File: config.mk
export PLATFORM = sky130hd
export DESIGN_NAME = neuraedge_tile_ctrl
export DESIGN_NICKNAME = d
export VERILOG_FILES = /design/src/rtl/neuraedge_pkg.sv /design/src/rtl/neuraedge_sat_counter.sv /design/src/rtl/neuraedge_tile_ctrl.sv
export SDC_FILE = /design/constraint.sdc
export NUM_CORES = 1
export LEC_CHECK = 0
export ABC_AREA = 1
export ABC_CLOCK_PERIOD_IN_PS = 1600
export BUFFER_PORTS_ARGS = -buffer_cell sky130_fd_sc_hd__buf_4
export CORE_MARGIN = 1.5
export CORE_UTILIZATION = 52
export DETAILED_ROUTE_END_ITERATION = 12
export GPL_ROUTABILITY_DRIVEN = 0
export GPL_TIMING_DRIVEN = 1
export PLACE_DENSITY = 0.87
export SLEW_MARGIN = 20
export SYNTH_ARGS = -nofsm -noshare
export SYNTH_HDL_FRONTEND = slang
export SYNTH_SLANG_ARGS = --single-unit
File: constraint.sdc
create_clock -name clk -period 1.6 [get_ports clk]
set_input_delay 0.32 -clock clk [delete_from_list [all_inputs] [get_ports clk]]
set_output_delay 0.32 -clock clk [all_outputs]
set_load 0.01 [all_outputs]
File: src/rtl/neuraedge_pkg.sv
// rtl/neuraedge_pkg.sv - shared types and sizing helpers for the NeuraEdge tile sequencer
// Purpose: tile FSM state encoding, flush-length and select-width helpers.
// Ports: none (package).
package neuraedge_pkg;

    typedef enum logic [2:0] {
        ST_IDLE   = 3'd0,
        ST_CLEAR  = 3'd1,
        ST_STREAM = 3'd2,
        ST_FLUSH  = 3'd3,
        ST_DRAIN  = 3'd4,
        ST_DONE   = 3'd5
    } tile_state_e;

    // Cycles for the skewed wavefront to reach the far corner of the grid.
    function automatic int flush_cycles(input int rows, input int cols);
        return rows + cols - 2;
    endfunction

    // Width of a select/counter able to index n values, never narrower than 1.
    function automatic int sel_width(input int n);
        return (n > 1) ? $clog2(n) : 1;
    endfunction

endpackage

File: src/rtl/neuraedge_sat_counter.sv
// rtl/neuraedge_sat_counter.sv - saturating up-counter with synchronous clear
// Purpose: counts enabled cycles, sticks at all-ones, clear wins over enable.
// Ports: clk, rst_n (async low), clr, en in; count out (WIDTH).
module neuraedge_sat_counter #(
    parameter int WIDTH = 32
) (
    input  logic             clk,
    input  logic             rst_n,
    input  logic             clr,
    input  logic             en,
    output logic [WIDTH-1:0] count
);

    logic [WIDTH-1:0] count_q;
    logic [WIDTH-1:0] count_d;

    always_comb begin
        count_d = count_q;
        if (clr) begin
            count_d = '0;
        end else if (en && (count_q != {WIDTH{1'b1}})) begin
            count_d = count_q + WIDTH'(1);
        end
    end

    always_ff @(posedge clk or negedge rst_n) begin
        if (!rst_n) begin
            count_q <= '0;
        end else begin
            count_q <= count_d;
        end
    end

    assign count = count_q;

endmodule

File: src/rtl/neuraedge_tile_ctrl.sv
// rtl/neuraedge_tile_ctrl.sv - per-tile sequencer for the NeuraEdge systolic PE array
// Purpose: clear accumulators, stream k_len edge beats, flush the wavefront, drain rows.
// Ports: clk, rst_n, start, k_len, abort, in_valid/in_ready, pe_enable, mac_clear,
//        accumulate_en, pe_data_valid, res_row_sel, res_valid/res_ready, busy, done,
//        busy_cycles.
module neuraedge_tile_ctrl
    import neuraedge_pkg::*;
#(
    parameter int ROWS    = 4,
    parameter int COLS    = 4,
    parameter int K_WIDTH = 16
) (
    input  logic                         clk,
    input  logic                         rst_n,
    input  logic                         start,
    input  logic [K_WIDTH-1:0]           k_len,
    input  logic                         abort,
    input  logic                         in_valid,
    output logic                         in_ready,
    output logic                         pe_enable,
    output logic                         mac_clear,
    output logic                         accumulate_en,
    output logic                         pe_data_valid,
    output logic [sel_width(ROWS)-1:0]   res_row_sel,
    output logic                         res_valid,
    input  logic                         res_ready,
    output logic                         busy,
    output logic                         done,
    output logic [31:0]                  busy_cycles
);

    localparam int FLUSH_CYCLES = flush_cycles(ROWS, COLS);
    localparam int FLW          = sel_width(ROWS + COLS);
    localparam int RSW          = sel_width(ROWS);
    localparam logic [FLW-1:0] FLUSH_LAST = FLW'((FLUSH_CYCLES > 0) ? FLUSH_CYCLES - 1 : 0);
    localparam logic [RSW-1:0] ROW_LAST   = RSW'(ROWS - 1);
    // A 1x1 array has no skew to flush, so the last beat goes straight to draining.
    localparam tile_state_e AFTER_STREAM = (FLUSH_CYCLES > 0) ? ST_FLUSH : ST_DRAIN;

    tile_state_e        state_q, state_d;
    logic [K_WIDTH-1:0] k_cnt_q, k_cnt_d;
    logic [FLW-1:0]     flush_cnt_q, flush_cnt_d;
    logic [RSW-1:0]     row_q, row_d;
    logic               busy_clr;

    always_comb begin
        state_d       = state_q;
        k_cnt_d       = k_cnt_q;
        flush_cnt_d   = '0;
        row_d         = '0;
        busy_clr      = 1'b0;
        in_ready      = 1'b0;
        pe_enable     = 1'b0;
        mac_clear     = 1'b0;
        accumulate_en = 1'b0;
        pe_data_valid = 1'b0;
        res_valid     = 1'b0;
        busy          = 1'b1;
        done          = 1'b0;

        case (state_q)
            ST_IDLE: begin
                busy = 1'b0;
                if (start) begin
                    busy_clr = 1'b1;
                    if (k_len != '0) begin
                        state_d = ST_CLEAR;
                        k_cnt_d = k_len;
                    end else begin
                        state_d = ST_DONE;
                    end
                end
            end
            ST_CLEAR: begin
                mac_clear = 1'b1;
                pe_enable = 1'b1;
                state_d   = ST_STREAM;
            end
            ST_STREAM: begin
                in_ready      = 1'b1;
                pe_enable     = 1'b1;
                accumulate_en = 1'b1;
                pe_data_valid = in_valid;
                if (in_valid) begin
                    k_cnt_d = k_cnt_q - K_WIDTH'(1);
                    if (k_cnt_q == K_WIDTH'(1)) begin
                        state_d = AFTER_STREAM;
                    end
                end
            end
            ST_FLUSH: begin
                pe_enable     = 1'b1;
                accumulate_en = 1'b1;
                if (flush_cnt_q == FLUSH_LAST) begin
                    state_d = ST_DRAIN;
                end else begin
                    flush_cnt_d = flush_cnt_q + FLW'(1);
                end
            end
            ST_DRAIN: begin
                res_valid = 1'b1;
                row_d     = row_q;
                if (res_ready) begin
                    if (row_q == ROW_LAST) begin
                        state_d = ST_DONE;
                        row_d   = '0;
                    end else begin
                        row_d = row_q + RSW'(1);
                    end
                end
            end
            ST_DONE: begin
                done    = 1'b1;
                state_d = ST_IDLE;
            end
            default: begin
                state_d = ST_IDLE;
            end
        endcase

        // Cancel outranks every other transition; accumulators are left for the next CLEAR.
        if (abort && (state_q != ST_IDLE)) begin
            state_d     = ST_IDLE;
            flush_cnt_d = '0;
            row_d       = '0;
        end
    end

    always_ff @(posedge clk or negedge rst_n) begin
        if (!rst_n) begin
            state_q     <= ST_IDLE;
            k_cnt_q     <= '0;
            flush_cnt_q <= '0;
            row_q       <= '0;
        end else begin
            state_q     <= state_d;
            k_cnt_q     <= k_cnt_d;
            flush_cnt_q <= flush_cnt_d;
            row_q       <= row_d;
        end
    end

    assign res_row_sel = row_q;

    neuraedge_sat_counter #(
        .WIDTH (32)
    ) u_busy_cnt (
        .clk   (clk),
        .rst_n (rst_n),
        .clr   (busy_clr),
        .en    (busy),
        .count (busy_cycles)
    );

endmodule

# --- Yosys cells after proc, flatten, opt, wreduce, memory -nomap -nowiden ---
# Index checks and enable logic that the tools add are counted.
totals:
  register_bits: 56
  word_cells: 70
  out_inout_bits: 42
classes:
  eq_ne: 18
  reduce_logical: 11
  add_sub_neg: 4
  muxes: 32
op_table:
  columns: ["cell", "n"]
  rows:
  - ["2-to-1 mux 32 bit", 2]
  - ["2-to-1 mux 16 bit", 3]
  - ["2-to-1 mux 3 bit", 11]
  - ["adder 32 x 1 -> 32 bit (second input constant)", 1]
  - ["inequality test 32 bit (second input constant)", 1]
  - ["case mux 16 bit (2 select lines)", 1]
  - ["inequality test 3 bit (second input constant)", 6]
  - ["equality test 16 x 1 -> 1 bit (second input constant)", 1]
  - ["nonzero test 16 bit", 1]
  - ["subtractor 16 x 1 -> 16 bit (second input constant)", 1]
  - ["case mux 3 bit (5 select lines)", 1]
  - ["2-to-1 mux 1 bit", 10]
  - ["equality test 3 bit (second input constant)", 3]
  - ["2-to-1 mux 2 bit", 4]
  - ["equality test 3 x 2 -> 1 bit (second input constant)", 2]
  - ["inequality test 2 bit (second input constant)", 3]
  - ["AND reduction 6 bit", 1]
  - ["AND reduction 4 bit", 1]
  - ["nonzero test 2 bit", 2]
  - ["adder 3 x 1 -> 3 bit (second input constant)", 1]
  - ["equality test 3 x 1 -> 1 bit (second input constant)", 1]
  - ["zero test 3 bit", 1]
  - ["nonzero test 3 bit", 1]
  - ["OR reduction 3 bit", 1]
  - ["other kinds (4)", 5]

# --- Logic depth before layout (Yosys ltp) ---
# Gate-level depths: netlist of run 1.
logic_depth:
  word_depth: 5
  depth_mapped: 12
  mapped_depth_nobuf: 11

# --- By module ---
# Synthesis of run 1 repeated with hierarchy kept, for this count alone.
unflattened:
  hier_cells: 648
  hier_area_um2: 4047.6
modules_own_cells:
  columns: ["module", "seq_area_each_um2", "cells_each", "instances", "area_per_inst_um2"]
  rows:
  - ["neuraedge_sat_counter", 800.8, 345, 1, 2243.4]
  - ["neuraedge_tile_ctrl", 600.6, 303, 1, 1804.2]

# --- Least setup slack after synthesis of run 1 ---
# No wires, ideal clock.
synth_timing:
  path_kind: "register -> register"
  start: "reg u_busy_cnt.count_q[0] (netlist: u_busy_cnt.count[0])"
  end: "reg u_busy_cnt.count_q[28] (netlist: u_busy_cnt.count[28])"
  stages_incl_launch_ff: 13
  required_ns: 1.535
  synth_period_minus_slack_ns: 1.747
  arrival_time_ns: 1.682
  slack_ns: -0.147
  cell_sequence: "dfrtp_1 ha_1 nand2_2 nor2_4 nand2_4 nor2_8 nand2_4 nand2_4 nand2_8 inv_8 buf_12 nand2_2 nand2_1"
synth_via:
  elab_chain_len: 3
synth_rtl:
  columns: ["item", "line_no", "text"]
  rows:
  - ["start, declared", "neuraedge_sat_counter.sv:14", "logic [WIDTH-1:0] count_q;"]
  - ["start signal, assigned", "neuraedge_sat_counter.sv:30", "count_q <= count_d;"]
  - ["adder 32 x 1 -> 32 bit or inequality test 32 bit (tied branches)", "neuraedge_sat_counter.sv:22, neuraedge_sat_counter.sv:21", null]
  - ["2-to-1 mux 32 bit or logical AND 1 bit (tied branches)", "neuraedge_sat_counter.sv:21", "end else if (en && (count_q != {WIDTH{1'b1}})) begin"]
  - ["2-to-1 mux 32 bit or nonzero test 2 bit (tied branches)", null, null]
# Several ways; a longest one is shown, not always the timed one. The select of a mux whose other input is x is not followed.
# A chain may end at the register's enable or synchronous reset.

# --- Worst setup path in the final report of run 1 ---
layout_timing:
  start: "reg state_q[1]"
  end: "out res_valid"
layout_via:
  elab_chain_len: 2
layout_rtl:
  columns: ["item", "line_no", "text"]
  rows:
  - ["start, declared", "neuraedge_tile_ctrl.sv:40", "tile_state_e state_q, state_d;"]
  - ["start signal, assigned", "neuraedge_tile_ctrl.sv:136", "state_q <= state_d;"]
  - ["equality test 3 bit", "neuraedge_tile_ctrl.sv:61", "case (state_q)"]
  - ["2-to-1 mux 1 bit", "neuraedge_tile_ctrl.sv:61", null]
  - ["end, declared", "neuraedge_tile_ctrl.sv:25", "output logic res_valid,"]
# No other way between the ends.

==> run metrics, run 1 <==
CTS tree=yes; Port Buffers=63; FF-to-FF setup slack=-0.04 ns; sequential area share after synthesis=35.03%; area growth from synthesis to layout=37.50%; RSZ-0062 raised after global routing=yes; post-route cell area=5500 µm²; Mapped Area=4000 µm²; VDD IR max=1384 µV; Setup Viol. Count Final=31; Die Footprint=8227 µm²; clock sinks=56; share of post-route cells with drive strength above 1=29.21%; worst-path maximum fanout=4; Skew-Pair Late Insertion Delay=0.33 ns; top-level I/O count=64; Tmin final=1.682 ns; first-pass GRT wire length=20730 µm; H-tree depth=2; Synth Register Bits=56; Arr. time, crit path=1.36 ns; pwr/cell area=1475 nW/µm²; failing checks=setup timing; Syn Nets=654; Detailed Route Iter0 Violations=555; Worst Skew=0.01220 ns; Detailed Place HPWL=8703 µm; area share of the largest cell type after synthesis=35.03%; dominant cells by area after synthesis=dfrtp_1 (35%), nand2_1 (24%), nor2_1 (9.6%); synthesized instance count=628; wire per inst=15.06 µm; most frequent cells in the layout=nand2_1 (250), buf_4 (120), nor2_1 (88); residual DRC count=0; initial antenna violation count=0; Static Leak=2.864 nW; Cell Count Post-Placement=830; worst path required time=1.28 ns; Initial Utilization=54.57%; endpoints failing hold=0; Final ANT Viol Nets=0; fin cells=859; Die Wd=90.71 µm; Tot GR Track Use=30.79%; Tightest Pin Transition=0.4506 ns; nets@finish=785; Avg Synthesized Cell Area=6.370 µm²; total CTS buffers=5; CP Capture Type=primary output; fin. max-slew vios=0; GRT overflow=0; largest net degree at the start of global routing=31; core area=7331 µm²; vias in the first global route=4593; maximum root-to-sink buffer count=2; vias=4824; CTS root buf=clkbuf_8; Yosys Warn Count=0; Slew headroom=69.19%; Final Cycle Share=105.1%; Die H=90.71 µm; site row count=31; post-route setup slack=-0.08210 ns; drt total wl=12940 µm; 1st-pass router iterations=5; Vias/cell=5.616; placed instance area=4974 µm²; hold crit path type=input pin to flop; Yosys top cell by area=dfrtp_1; FMAX=594.5 MHz; # diodes=0; Worst Path Class, Setup=flop to primary output; Worst-path clk slew=0.10 ns; critical path launch point type=flop; outcome=complete, but fails checks; Cell variety after synth=32; commonest non-fill, non-tap cell in the layout=nand2_1; maxcap violations=0
## metal layers
layer  track usage, %  share of wire, %  vias to the layer above
li1                 -                 -                     2238
met5                0                 0                        -
met1            39.41                38                     2194
met4            12.83               3.6                        0
met2            51.63                48                      327
met3            4.714               9.8                       65
## through the flow
step / hold WS (ns) / power (mW) / utilization [%] / setup TNS, ns / setup slack (ns)
finish: 0.2133 / 8.114 / 75.03 / -0.5888 / -0.08210
global route: 0.2145 / 8.611 / 75.03 / -2.959 / -0.1164
CTS: 0.2164 / 7.359 / 71.87 / -0.03433 / -0.01610
detailed placement: 0.2658 / 5.891 / 67.84 / -0.1875 / -0.05331
global placement: 0.2695 / 5.731 / 67.84 / 0 / 0.02359
floorplan: 0.02441 / 4.591 / - / -0.004120 / -0.002573
## flip-flops by register name, summed over array words and instances (netlist names)
name / flops
flush_cnt_q: 3
k_cnt_q: 16
state_q: 3
res_row_sel: 2
u_busy_cnt.count: 32
## final cells by class
cell class	instances	area (µm²)
multi-input combinational	506	2495
clock inverter	1	30.03
sequential	56	1408
clock buffer	7	96.34
fill	498	1831
tap	99	123.9
inverter	56	241.5
timing repair buffer	134	1106
## cells in the mapped netlist
library cell	instances
nand2_1	259
nor2_1	102
dfrtp_1	56
inv_1	50
nand3_1	43
nand4_1	20
o21ai_0	18
nand2_2	11
xor2_1	11
buf_2	7
a21oi_1	6
inv_2	5
or2_2	5
ha_1	4
nor2_2	4
nor2_4	4
nand2_4	3
nand3b_1	3
xnor2_1	3
mux2i_1	2
a2111oi_0	1
and2_1	1
buf_1	1
buf_12	1
buf_6	1
clkbuf_1	1
inv_8	1
nand2_8	1
nor2_8	1
nor3_1	1
o211ai_1	1
o21ai_1	1
## kinds of logic (layout without fill, tap and decap cells)
family	after synthesis	in the layout	share of synthesized area, %
AND/OR/NAND/NOR	458	459	49.33
multiplexers	2	2	0.5005
flip-flops	56	56	35.03
AO/OA/AOI/OAI	27	27	3.535
adder cells (fa/ha/maj)	4	4	1.251
buffers and inverters	67	198	7.288
XOR/XNOR	14	14	3.065
## critical path: stages (launching register included)
cell     delay [ns]
dfrtp_1        0.40
inv_2          0.13
nand2_4        0.08
buf_6          0.13
nor2_4         0.10
buf_6          0.11
buf_6          0.09
## worst paths after layout
check,from,end,cells after the start
max,state_q[1]$_DFFE_PN0P_,res_valid,6
min reg2reg,flush_cnt_q[0]$_DFF_PN0_,flush_cnt_q[0]$_DFF_PN0_,1
min,abort,flush_cnt_q[0]$_DFF_PN0_,2
min in group asynchronous,rst_n,k_cnt_q[1]$_DFFE_PN0P_,2
max reg2reg,state_q[2]$_DFFE_PN0P_,u_busy_cnt.count[1]$_DFFE_PN0P_,10
max in group asynchronous,rst_n,u_busy_cnt.count[10]$_DFFE_PN0P_,3
## timing repair
| action | 4_1_cts | 5_1_grt |
|---|---|---|
| setup endpoints to repair | 23 | 58 |
| hold buffers | 1 | 0 |
| resized for setup | 23 | 52 |
| pin swaps | 4 | 5 |
| endpoints found under the hold margin | 26 | 0 |
| cloned | 0 | 2 |
| buffers inserted | 11 | 8 |
## where the power goes
group	leakage (nW)	internal [mW]	total (mW)	switching [mW]
Sequential	0.741	1.74	2.11	0.370
Clock	0.0645	0.553	1.05	0.495
Combinational	2.06	1.99	4.96	2.97
Note: power is estimated with default switching activity, not from simulation.
==> run 2: changes to the inputs <==
CORE_MARGIN = 2   (was 1.5)
PLACE_DENSITY = 0.89   (was 0.87)
SYNTH_HIERARCHICAL = 1   (was default)
==> run metrics, run 2 <==
initial antenna violation count=0 (unchanged); Worst-path clk slew=0.10 ns (about the same); Detailed Place HPWL=8537 µm (-1.9%); largest net degree at the start of global routing=35 (+13%); Placement Setup Slack=-0.06377 ns (-0.01046 ns); dominant cells by area after synthesis=dfrtp_1 (35%), nand2_1 (25%), nor2_1 (9.6%); residual DRC count=0 (unchanged); Worst Path Class, Setup=flop to flop; clock sinks=56 (unchanged); H-tree depth=2 (unchanged); number of flops mapped to enable cells by yosys=0 (unchanged); GRT overflow=0 (unchanged); Hold Path End=k_cnt_q[7]$_DFFE_PN0P_; core area=7647 µm² (+4.3%); worst-path maximum fanout=3 (-1); Yosys top cell by area=dfrtp_1; FF-to-FF setup slack=-0.11 ns (-0.07 ns); area growth from synthesis to layout=36.88%; Tmin final=1.706 ns (+0.02418 ns); vias in the first global route=4478 (-2.5%); hold_sp=k_len[7]; most used cell, CP=nor2_1; Cell variety after synth=32 (unchanged); Tightest Pin Transition=0.3203 ns (-0.1302 ns); Worst Skew=0.009528 ns (-0.002675 ns); sequential area share after synthesis=34.62% (-0.41 points); # diodes=0 (unchanged); CP cell instances=ha_2 > nand2_2 > nor2_4 > buf_4 > nand3b_1 > nor2_2 > nor2_1 > nor2_1 > nand3_2 > nand2_1; total CTS buffers=5 (unchanged); 1st-pass router iterations=7 (+2); RR Endpoint=u_busy_cnt/count[18]$_DFFE_PN0P_; Setup TNS Final=-0.5477 ns (+0.04110 ns); Synth Register Bits=56 (unchanged); post-route setup slack=-0.1063 ns (-0.02418 ns); Final ANT Viol Nets=0 (unchanged); site row count=32 (+3.2%); Syn Nets=674 (+3.1%); crit path buf inv count=1 (-3); drt total wl=13760 µm (+6.4%); crit-path leading delay family=simple AND/OR/NAND/NOR gates; Sw Ratio=46.98% (-0.25 points); max incr delay on CP=0.40 ns (about the same); area share of the largest cell type after synthesis=34.62% (-0.41 points); most frequent cells in the layout=nand2_1 (249), buf_4 (122), nor2_1 (84); Slew headroom=78.42% (+9.2 points); CTS tree=yes; Setup Viol. Count Final=19 (-39%); CP Capture Type=flop; Fill cells=524 (+5.2%); Pwr Total=7.390 mW (-8.9%); number of flip-flops in the largest register=32 (unchanged); Net Switching=3.472 mW (-9.4%); Skew-Pair Late Insertion Delay=0.33 ns (about the same); Comb pwr share=57.8% (-3.3 points); placed instance area=5025 µm² (+1.0%); nets@finish=803 (+2.3%); synth cell count leaders=nand2_1 (270), nor2_1 (104), dfrtp_1 (56), inv_1 (54), nand3_1 (45); top-level I/O count=64 (unchanged); Cell Int Power=3.918 mW (-8.5%); VDD IR max=1195 µV (-14%); clock power share=14.4% (+1.5 points); Tot GR Track Use=28.49% (-2.3 points); wire per inst=15.64 µm (+3.8%); Mapped Area=4048 µm² (+1.2%); Initial Utilization=52.93% (-1.6 points); outcome=complete, but fails checks; Port Buffers=63 (unchanged); RSZ-0062 raised after global routing=yes; vias=5029 (+4.2%); Die Wd=92.23 µm (+1.7%); share of post-route cells with drive strength above 1=29.05% (-0.16 points); Cells on Worst Hold Path=3 (+1); Worst path slowest cell=dfrtp_1; worst r2r src=u_busy_cnt/count[0]$_DFFE_PN0P_; Die Footprint=8505 µm² (+3.4%); fin. max-slew vios=0 (unchanged); failing checks=setup timing; Avg Synthesized Cell Area=6.246 µm² (-1.9%); Detailed Route Iter0 Violations=656 (+18%); fin cells=880 (+2.4%); first-pass GRT wire length=19820 µm (-4.4%); ys async rst share=100.0% (unchanged); hold crit path type=input pin to flop; critical path launch point type=flop; sequential power share=27.9% (+1.9 points); maximum root-to-sink buffer count=2 (unchanged); Arr. time, crit path=1.97 ns (+0.61 ns); worst path required time=1.86 ns (+0.58 ns); FMAX=586.1 MHz (-1.4%); commonest non-fill, non-tap cell in the layout=nand2_1; Cell Count Post-Placement=855 (+3.0%); ys flop type=dfrtp_1; CTS root buf=clkbuf_8; pwr/cell area=1334 nW/µm² (-9.6%); post-route cell area=5540 µm² (+0.73%); top-count cell post-synth=nand2_1; Static Leak=2.881 nW (+0.59%); synthesized instance count=648 (+3.2%); endpoints failing hold=0 (unchanged); Die H=92.23 µm (+1.7%); Final Cycle Share=106.6% (+1.5 points); maxcap violations=0 (unchanged); Yosys Warn Count=6 (+6); r2r worst-path depth=10 (unchanged); Vias/cell=5.715 (+1.8%)
-- run 2: repair_timing --
| action | 4_1_cts | 5_1_grt |
|---|---|---|
| gates resized for setup | 13 | 65 |
| cloned | 0 | 1 |
| endpoints found under the setup margin | 32 | 56 |
| pin swaps | 4 | 21 |
| setup buffers | 10 | 5 |
| hold buffers | 1 | 0 |
| hold endpoints to repair | 22 | 0 |
-- run 2: power by group through the flow --
stage | clock network (mW) | logic (mW) | registers, mW
after detailed placement | 0 | 3.45 | 2.04
final | 1.06 | 4.27 | 2.06
after global placement | 0 | 3.33 | 2.03
after CTS | 1.03 | 3.61 | 2.02
after floorplan | 0 | 2.36 | 2.02
after global routing | 1.11 | 4.61 | 2.09
-- run 2: through the flow --
| step | hold slack (ns) | utilization [%] |
|---|---|---|
| after floorplan | 0.02441 | - |
| after global placement | 0.2337 | 65.71 |
| after detailed placement | 0.2374 | 65.71 |
| after CTS | 0.3103 | 68.95 |
| after global routing | 0.3280 | 72.45 |
| final | 0.2993 | 72.45 |
-- run 2: cell type report --
type / count / area (µm²) / area share (%)
clock buffer: 7 / 96.34 / 1.739
clock inverter: 1 / 30.03 / 0.5420
inverter: 62 / 245.2 / 4.426
multi-input combinational: 516 / 2512 / 45.35
sequential: 56 / 1404 / 25.34
tap: 102 / 127.6 / 2.304
timing repair buffer: 136 / 1125 / 20.30
-- run 2: worst max path at each step --
stage,startpoint,end,slack [ns],cells after the start
finish,u_busy_cnt/count[0]$_DFFE_PN0P_,u_busy_cnt/count[18]$_DFFE_PN0P_,-0.11,10
global route,u_busy_cnt/count[0]$_DFFE_PN0P_,u_busy_cnt/count[18]$_DFFE_PN0P_,-0.17,10
CTS,state_q[0]$_DFFE_PN0P_,busy,-0.02,4
detailed placement,u_busy_cnt/count[0]$_DFFE_PN0P_,u_busy_cnt/count[13]$_DFFE_PN0P_,-0.06,12
global placement,u_busy_cnt/count[0]$_DFFE_PN0P_,u_busy_cnt/count[26]$_DFFE_PN0P_,0.04,9
floorplan,u_busy_cnt/count[1]$_DFFE_PN0P_,u_busy_cnt/count[25]$_DFFE_PN0P_,-0.09,12
-- run 2: routing by layer --
metal	routed length, µm	GRT usage (%)	vias to the layer above
met3	1329	4.519	110
met5	0	0	-
met4	809	10.70	0
met2	6532	47.86	379
met1	5093	37.07	2271
li1	-	-	2269
-- run 2: cell families after synthesis --
| kind of cell | after synthesis | synth area share, % |
|---|---|---|
| adders and majority gates | 4 | 1.237 |
| and+or+nand+nor | 456 | 47.57 |
| xor gates and xnor gates | 10 | 2.164 |
| AOI/OAI and AO/OA | 46 | 6.028 |
| DFF | 56 | 34.62 |
| buffers and inverters | 76 | 8.377 |
-- run 2: worst register-to-register path: cells and delay by family, from the launching register on --
family / cells / cell delay, ns
adders and majority gates: 1 / 0.20
and+or+nand+nor: 8 / 0.92
DFF: 1 / 0.40
buffers and inverters: 1 / 0.13
==> run 3: changes to the inputs <==
SLEW_MARGIN = default   (was 20)
SYNTH_HIERARCHICAL = default   (was 1)
==> run metrics, run 3 (same netlist as run 1, synthesis figures left out) <==
core area=7370 µm² (-3.6%); CP Capture Type=flop; area growth from synthesis to layout=40.69%; maximum root-to-sink buffer count=2 (unchanged); Detailed Route Iter0 Violations=621 (-5.3%); Final ANT Viol Nets=0 (unchanged); critical path launch point type=flop; hold crit path type=input pin to flop; CTS root buf=clkbuf_8; site row count=31 (-3.1%); Fill cells=487 (-7.1%); Tot GR Track Use=28.65% (+0.17 points); Setup TNS Final=-1.457 ns (-0.9093 ns); nets@finish=781 (-2.7%); clock sinks=56 (unchanged); Port Buffers=63 (unchanged); Initial Utilization=54.28% (+1.3 points); Vias/cell=5.877 (+2.8%); outcome=complete, but fails checks; Die Footprint=8410 µm² (-1.1%); Worst Skew=0.009944 ns (+0.0004168 ns); endpoints failing hold=0 (unchanged); failing checks=setup timing; # diodes=0 (unchanged); crit path buf inv count=2 (+1); commonest non-fill, non-tap cell in the layout=nand2_1; number of flip-flops in the largest register=32 (unchanged); Detailed Place HPWL=8625 µm (+1.0%); GRT overflow=0 (unchanged); Tightest Pin Transition=0.3490 ns (+0.02862 ns); largest net degree at the start of global routing=42 (+20%); multi-input logic area=2603 µm² (+3.6%); RSZ-0062 raised after global routing=yes; share of post-route cells with drive strength above 1=31.88% (+2.8 points); maxcap violations=0 (unchanged); Placement Setup Slack=-0.08171 ns (-0.01794 ns); worst-path maximum fanout=5 (+2); final core occ=76.37% (+3.9 points); 1st-pass router iterations=7 (unchanged); wire per inst=17.46 µm (+12%); Die Wd=91.71 µm (-0.56%); Static Leak=2.914 nW (+1.1%); pwr/cell area=1546 nW/µm² (+16%); crit-path leading delay family=simple AND/OR/NAND/NOR gates; vias=5025 (-0.080%); worst path required time=1.83 ns (-0.03 ns); H-tree depth=2 (unchanged); Die H=91.71 µm (-0.56%); post-route setup slack=-0.2196 ns (-0.1133 ns); Worst path slowest cell=dfrtp_1; CP cell instances=buf_4 > buf_4 > nand2_1 > nor2_1 > nand2_1 > nor2_1 > nand3_1 > nand4_1 > nand2_1; Final Cycle Share=113.7% (+7.1 points); CTS tree=yes; Tmin final=1.820 ns (+0.1133 ns); fin cells=855 (-2.8%); first-pass GRT wire length=19720 µm (-0.52%); total CTS buffers=5 (unchanged); FMAX=549.6 MHz (-6.2%); fin. max-slew vios=0 (unchanged); Setup Viol. Count Final=33 (+14); Sequential Area=1408 µm² (+0.27%); Slew headroom=76.13% (-2.3 points); Cell Count Post-Placement=824 (-3.6%); Arr. time, crit path=2.05 ns (+0.08 ns); vias in the first global route=4403 (-1.7%); Worst Path Class, Setup=flop to flop; VDD IR max=1300 µV (+8.8%); most frequent cells in the layout=nand2_1 (231), buf_4 (110), nor2_1 (81); final hold slack=0.2103 ns (-0.08907 ns); most used cell, CP=nand2_1; Skew-Pair Late Insertion Delay=0.33 ns (about the same); initial antenna violation count=0 (unchanged); max incr delay on CP=0.45 ns (+0.05 ns); top-level I/O count=64 (unchanged); drt total wl=14930 µm (+8.5%); Worst-path clk slew=0.11 ns (about the same); residual DRC count=0 (unchanged)
==> run 3: path summary, 6_finish.rpt <==
check | end | cells past startpoint | slack (ns) | start
max in group asynchronous | state_q[2]$_DFFE_PN0P_ | 3 | 0.71 | rst_n
min | flush_cnt_q[0]$_DFF_PN0_ | 2 | 0.21 | abort
min reg2reg | flush_cnt_q[2]$_DFF_PN0_ | 1 | 0.52 | flush_cnt_q[2]$_DFF_PN0_
max reg2reg | u_busy_cnt.count[25]$_DFFE_PN0P_ | 9 | -0.22 | u_busy_cnt.count[23]$_DFFE_PN0P_
max | u_busy_cnt.count[25]$_DFFE_PN0P_ | 9 | -0.22 | u_busy_cnt.count[23]$_DFFE_PN0P_
min in group asynchronous | u_busy_cnt.count[18]$_DFFE_PN0P_ | 2 | 0.38 | rst_n
==> run 3: layout make-up <==
class | count | area share, %
Clock buffer | 5 | 1.223
Clock inverter | 3 | 0.7559
Inverter | 56 | 4.380
Multi-Input combinational cell | 506 | 46.24
Sequential cell | 56 | 25.01
Tap cell | 99 | 2.201
Timing Repair Buffer | 127 | 19.32
Timing Repair inverter | 3 | 0.8671
==> run 3: worst register-to-register path: cells and delay by family (launching register included) <==
family                 cells  cell delay, ns
DFF                        1            0.45
buffers and inverters      2            0.28
and+or+nand+nor            7            1.01
==> run 3: routing by layer <==
layer	GRT usage [%]	vias to the layer above	wire (µm)
met2	49.57	398	6987
li1	-	2219	-
met1	36.13	2285	5251
met5	0	-	0
met3	4.519	123	1746
met4	10.57	0	945
==> run 3: repair_timing <==
action	4_1_cts	5_1_grt
pin swaps	2	16
buffers inserted	5	10
gates resized for setup	19	92
gates cloned	0	7
hold buffers	1	0
setup endpoints to repair	9	54
endpoints found under the hold margin	15	0
==> run 3: power breakdown <==
part           switching [mW]  internal [mW]  total, mW
logic                    3.44           2.14       5.58
clock network           0.528          0.465      0.993
registers               0.390           1.74       2.13
==> run 3: stage by stage <==
stage | power [mW] | area, µm²
6_report | 8.699 | 5628
5_1_grt | 9.091 | 5628
4_1_cts | 6.971 | 5132
3_5_place_dp | 5.743 | 4916
3_3_place_gp | 5.592 | 4916
2_1_floorplan | 4.591 | 4018
